<file path="config.mk">
export PLATFORM = sky130hd
export DESIGN_NAME = fire_control
export DESIGN_NICKNAME = d
export VERILOG_FILES = /design/src/rtl/fire_control.sv
export SDC_FILE = /design/constraint.sdc
export NUM_CORES = 1
export LEC_CHECK = 0
export ABC_AREA = 1
export BUFFER_PORTS_ARGS = -buffer_cell sky130_fd_sc_hd__buf_2
export CORE_AREA = 2 2 84 102
export DETAILED_ROUTE_END_ITERATION = 10
export DIE_AREA = 0 0 86 104
export HOLD_SLACK_MARGIN = 0.12
export SLEW_MARGIN = 20
export SYNTH_ARGS = -nofsm -noshare
export SYNTH_HDL_FRONTEND = slang
export SYNTH_SLANG_ARGS = --single-unit
</file>
<file path="constraint.sdc">
create_clock -name frame_clk -period 4.9 [get_ports frame_clk]
set_input_delay 0.735 -clock frame_clk [delete_from_list [all_inputs] [get_ports frame_clk]]
set_output_delay 0.735 -clock frame_clk [all_outputs]
set_load 0.02 [all_outputs]
</file>
<file path="src/rtl/fire_control.sv">
// Turn-based firing controller: aim, charge power while fire is held, launch on release,
// track the shot until it lands, hits or times out, then hand the turn to the other tank.
module fire_control #(
   parameter int unsigned POWER_MIN      = 4,
   parameter int unsigned POWER_MAX      = 15,
   parameter int unsigned CHARGE_DIV     = 4,
   parameter int unsigned ARM_FRAMES     = 2,
   parameter int unsigned FLIGHT_TIMEOUT = 255,
   parameter int unsigned SETTLE_FRAMES  = 30,
   parameter int unsigned X_MAX          = 639,
   parameter int unsigned Y_MAX          = 479,
   parameter int unsigned B_SIZE         = 3
) (
   input  logic       frame_clk,
   input  logic       Reset,
   input  logic       fire_key,
   input  logic       aim_valid,
   input  logic [1:0] aim_dir,
   input  logic       hit,
   input  logic [9:0] BulletX,
   input  logic [9:0] BulletY,
   output logic       shoot,
   output logic [9:0] y_component,
   output logic [1:0] Direction,
   output logic [1:0] currentTank,
   output logic [3:0] power,
   output logic       busy,
   output logic       hit_valid
);

   typedef enum logic [2:0] {StIdle, StCharge, StFire, StFlight, StSettle} state_e;

   localparam logic [3:0] PMin       = 4'(POWER_MIN);
   localparam logic [3:0] PMax       = 4'(POWER_MAX);
   localparam logic [7:0] DivLast    = 8'(CHARGE_DIV - 1);
   localparam logic [7:0] ArmCnt     = 8'(ARM_FRAMES);
   localparam logic [7:0] TimeoutCnt = 8'(FLIGHT_TIMEOUT);
   localparam logic [7:0] SettleLast = 8'(SETTLE_FRAMES - 1);

   localparam logic signed [10:0] XMax  = 11'(X_MAX);
   localparam logic signed [10:0] YMax  = 11'(Y_MAX);
   localparam logic signed [10:0] BSize = 11'(B_SIZE);

   state_e     state_q;
   logic       armed_q;
   logic [7:0] div_cnt_q;
   logic [7:0] cnt_q;   // flight frame count, reused as settle frame count

   logic signed [10:0] bx, by;
   logic               landed, detect_en, aim_ok;

   // Signed 11-bit so that positions below B_SIZE wrap negative and count as landed.
   assign bx = signed'({1'b0, BulletX});
   assign by = signed'({1'b0, BulletY});

   assign landed = (by + BSize >= YMax) || (by - BSize <= 11'sd0) ||
                   (bx + BSize >= XMax) || (bx - BSize <= 11'sd0);

   assign detect_en   = (cnt_q >= ArmCnt);
   assign aim_ok      = aim_valid && !aim_dir[1];
   assign y_component = ~{6'b0, power} + 10'd1;

   always_ff @(posedge frame_clk) begin
      if (Reset) begin
         state_q     <= StIdle;
         shoot       <= 1'b0;
         power       <= PMin;
         Direction   <= 2'b01;
         currentTank <= 2'b00;
         busy        <= 1'b0;
         hit_valid   <= 1'b0;
         armed_q     <= 1'b0;
         div_cnt_q   <= 8'd0;
         cnt_q       <= 8'd0;
      end else begin
         shoot     <= 1'b0;
         hit_valid <= 1'b0;
         unique case (state_q)
            StIdle: begin
               if (aim_ok) Direction <= aim_dir;
               if (!fire_key) begin
                  armed_q <= 1'b1;
               end else if (armed_q) begin
                  state_q   <= StCharge;
                  power     <= PMin;
                  div_cnt_q <= 8'd0;
               end
            end
            StCharge: begin
               if (aim_ok) Direction <= aim_dir;
               if (fire_key) begin
                  if (div_cnt_q == DivLast) begin
                     div_cnt_q <= 8'd0;
                     if (power < PMax) power <= power + 4'd1;
                  end else begin
                     div_cnt_q <= div_cnt_q + 8'd1;
                  end
               end else begin
                  state_q <= StFire;
                  shoot   <= 1'b1;
                  busy    <= 1'b1;
               end
            end
            StFire: begin
               state_q <= StFlight;
               cnt_q   <= 8'd0;
            end
            StFlight: begin
               // A hit wins over a simultaneous boundary crossing.
               if (detect_en && hit) begin
                  hit_valid <= 1'b1;
                  state_q   <= StSettle;
                  cnt_q     <= 8'd0;
               end else if ((detect_en && landed) || (cnt_q == TimeoutCnt)) begin
                  state_q <= StSettle;
                  cnt_q   <= 8'd0;
               end else begin
                  cnt_q <= cnt_q + 8'd1;
               end
            end
            StSettle: begin
               if (cnt_q == SettleLast) begin
                  currentTank <= {1'b0, ~currentTank[0]};
                  Direction   <= currentTank[0] ? 2'b01 : 2'b00;
                  power       <= PMin;
                  busy        <= 1'b0;
                  armed_q     <= 1'b0;
                  state_q     <= StIdle;
                  cnt_q       <= 8'd0;
               end else begin
                  cnt_q <= cnt_q + 8'd1;
               end
            end
            default: state_q <= StIdle;
         endcase
      end
   end

endmodule

</file>
==> results.md <==
- Routed Antenna Nets: 0
- Seq/Total Area, Yosys: 0.256
- Layout cells sized above 1: 0.200
- Area Overhead vs Synth: 18.2%
- FF+latch count, synth: 30
- Simple-gate share of the synthesized area: 0.414
- Yosys cell types: 40
- Total congestion overflow: 0
- Worst skew pair latency: 280 ps
- Setup TNS: 0 ps
- Chip Width: between 80 and 90 µm
- Max FO, Critical Path: 7
- Critical Path AT: 1360 ps
- Syn_area_per_cell: 6.25 µm²
- Synth Instances: between 300 and 400
- Starting density of the core: 0.295
- Placed cells: 507
- Largest stage delay, worst path: 440 ps
- Final core occ: 0.348
- Largest family of logic cells by synthesized area: simple AND/OR/NAND/NOR gates
- Hold Path Class: reg2reg
- Post-Layout Cell Count: between 500 and 600
- CTS tree: built
- Post-placement cell area: 2630 µm²
- Max Cap Violations: 0
- First-pass GRT wire length: 8.78 mm
- Worst setup EP type: output port
- Place WS: 2520 ps
- WL final: 5.03 mm
- Critical Path RT: 4160 ps
- PwrDens: between 200 and 250 nW/µm²
- Hpwl dp: 4.07 mm
- Vias/cell: 4.66
- Port Buffer Count: 46
- Core Area: between 7000 and 8000 µm²
- Crit path max-delay family: flip-flops
- Final GP Congestion: 0.840
- Io pins: 48
- Vias in the first global route: ~2100
- VDD IR max: around 0.085 mV
- Commonest cells after routing, fill and taps aside: nand2_1, inv_1, buf_2
- Setup Buffers After CTS: 0
- Ys async rst share: 0
- Via Count: 2399
- Crit Path Category: reg2out
- Die Area: approximately 8900 µm²
- Final setup vio count: 0
- ANT cells: 0
- Root Buffer: clkbuf_8
- Slowest library cell on the worst path: dfxtp_1
- Unrepaired setup endpoints after global routing: no
- Worst slew margin: 0.578
- Worst-margin pin slew: 629 ps
- Post-synth top flop: dfxtp_1
- Clock Path Buffers: 2
- Final worst slack: 2810 ps
- Synth Area in Adders: 0.0586
- Post-synthesis compound-gate area fraction: 0.124
- Largest net degree at the start of global routing: 17
- Cts bufs inserted: 5
- Die H: 104 µm
- Minimum clock period: 2090 ps
- Fin area: approximately 2800 µm²
- DRC: 0
- Clk slew on worst S/H paths: 60 ps
- Avg WL per Cell: 9.76 µm
- CP cell instances: inv_1 -> ha_1 -> xnor2_1 -> buf_2
- Final Cycle Share: 0.427
- CP bufs+invs: 2
- Post-synthesis mux area share: 0
- Drt pass-1 iters: 4
- Final net count: between 400 and 500
- Global Route Usage Sum: 0.115
- Htree depth: 2
- Final hold violations: 0
- Antenna violations before repair: 0
- Status: complete, no violations
- Synth Warn #: 0
- Worst Skew: 8.07 ps
- Leakage Power: 1.25 nW
- Mapped Nets: roughly 410
- Initial detailed-routing violation count: 80
- Most common cell after layout, fill and taps aside: nand2_1
- Synth Cell Area: about 2300 µm²
- Clock sink count: 30
- Post-Synth XOR/XNOR Area: 0.0149
- Achievable Freq: 478 MHz
- Resized Gates After CTS: 0
- CP startpoint kind: flop
- Hold_buf cts: 0
- Slew Viols, Final: 0
- Site Rows: 36
- Post-synth EDFFs: 0
layer usage:
layer  up-vias  track usage  share of wire
met3         5       0.0167          0.030
met4         0       0.0340          0.011
li1       1279            -              -
met2        36        0.201           0.50
met1      1079        0.142           0.46
met5         -            0              0
report_power, final:
group          switching [W]  internal, W
Clock              0.0000946     0.000217
Combinational      0.0000788    0.0000436
Sequential        0.00000722     0.000250
final cells by class:
type / count / area [µm²]
repair buffers: 46 / 230
inverters: 65 / 244
clock inverters: 2 / 60.1
clock buffers: 6 / 82.6
fillers: 869 / 5200
flip-flops and latches: 30 / 601
well taps: 95 / 119
multi-input cells: 271 / 1440
Yosys cell counts, types with 3 or more instances:
master	instances	area share
nand2_1	92	0.15
inv_1	59	0.094
nor2_1	42	0.067
dfxtp_1	30	0.26
a21oi_1	25	0.053
nand3_1	23	0.049
ha_1	11	0.059
o21ai_0	11	0.023
nor3_1	9	0.019
buf_4	7	0.022
nand4_1	6	0.016
nor2_2	6	0.016
inv_2	5	0.0080
nand2_2	5	0.013
o21ai_1	5	0.011
a211oi_1	4	0.013
clkbuf_1	3	0.0048
nor4_1	3	0.0080
final timing paths:
kind | from | end | slack [ps] | cells past startpoint
setup / recovery | power[0] | y_component[2] | 2810 | 4
hold / removal | Direction[1] | Direction[1] | 440 | 2
setup reg to reg | cnt_q[0] | cnt_q[4] | 2990 | 9
hold reg to reg | Direction[1] | Direction[1] | 440 | 2
through the flow:
step	hold WS, ps	total power (W)
floorplan	463	0.000350
global placement	431	0.000383
detailed placement	439	0.000385
CTS	447	0.000699
global route	475	0.000729
finish	440	0.000691
sequential cells by signal, indices dropped and copies added (netlist names):
signal       flops
power            4
state_q          3
hit_valid        1
div_cnt_q        8
shoot            1
Direction        2
cnt_q            8
busy             1
armed_q          1
currentTank      1
tightest hold or removal path, delay by kind of cell (launching register included):
family | cells | cell delay [ps]
flops | 1 | 300
simple gates | 2 | 100
logic make-up (layout without fill, tap and decap cells):
family,after synthesis,after routing
AO/OA/AOI/OAI,52,52
other,1,1
AND/OR/NAND/NOR,203,203
XOR/XNOR,4,4
adder cells (fa/ha/maj),11,11
buffers and inverters,75,119
flip-flops,30,30
Power figures use the tool's default switching activity.
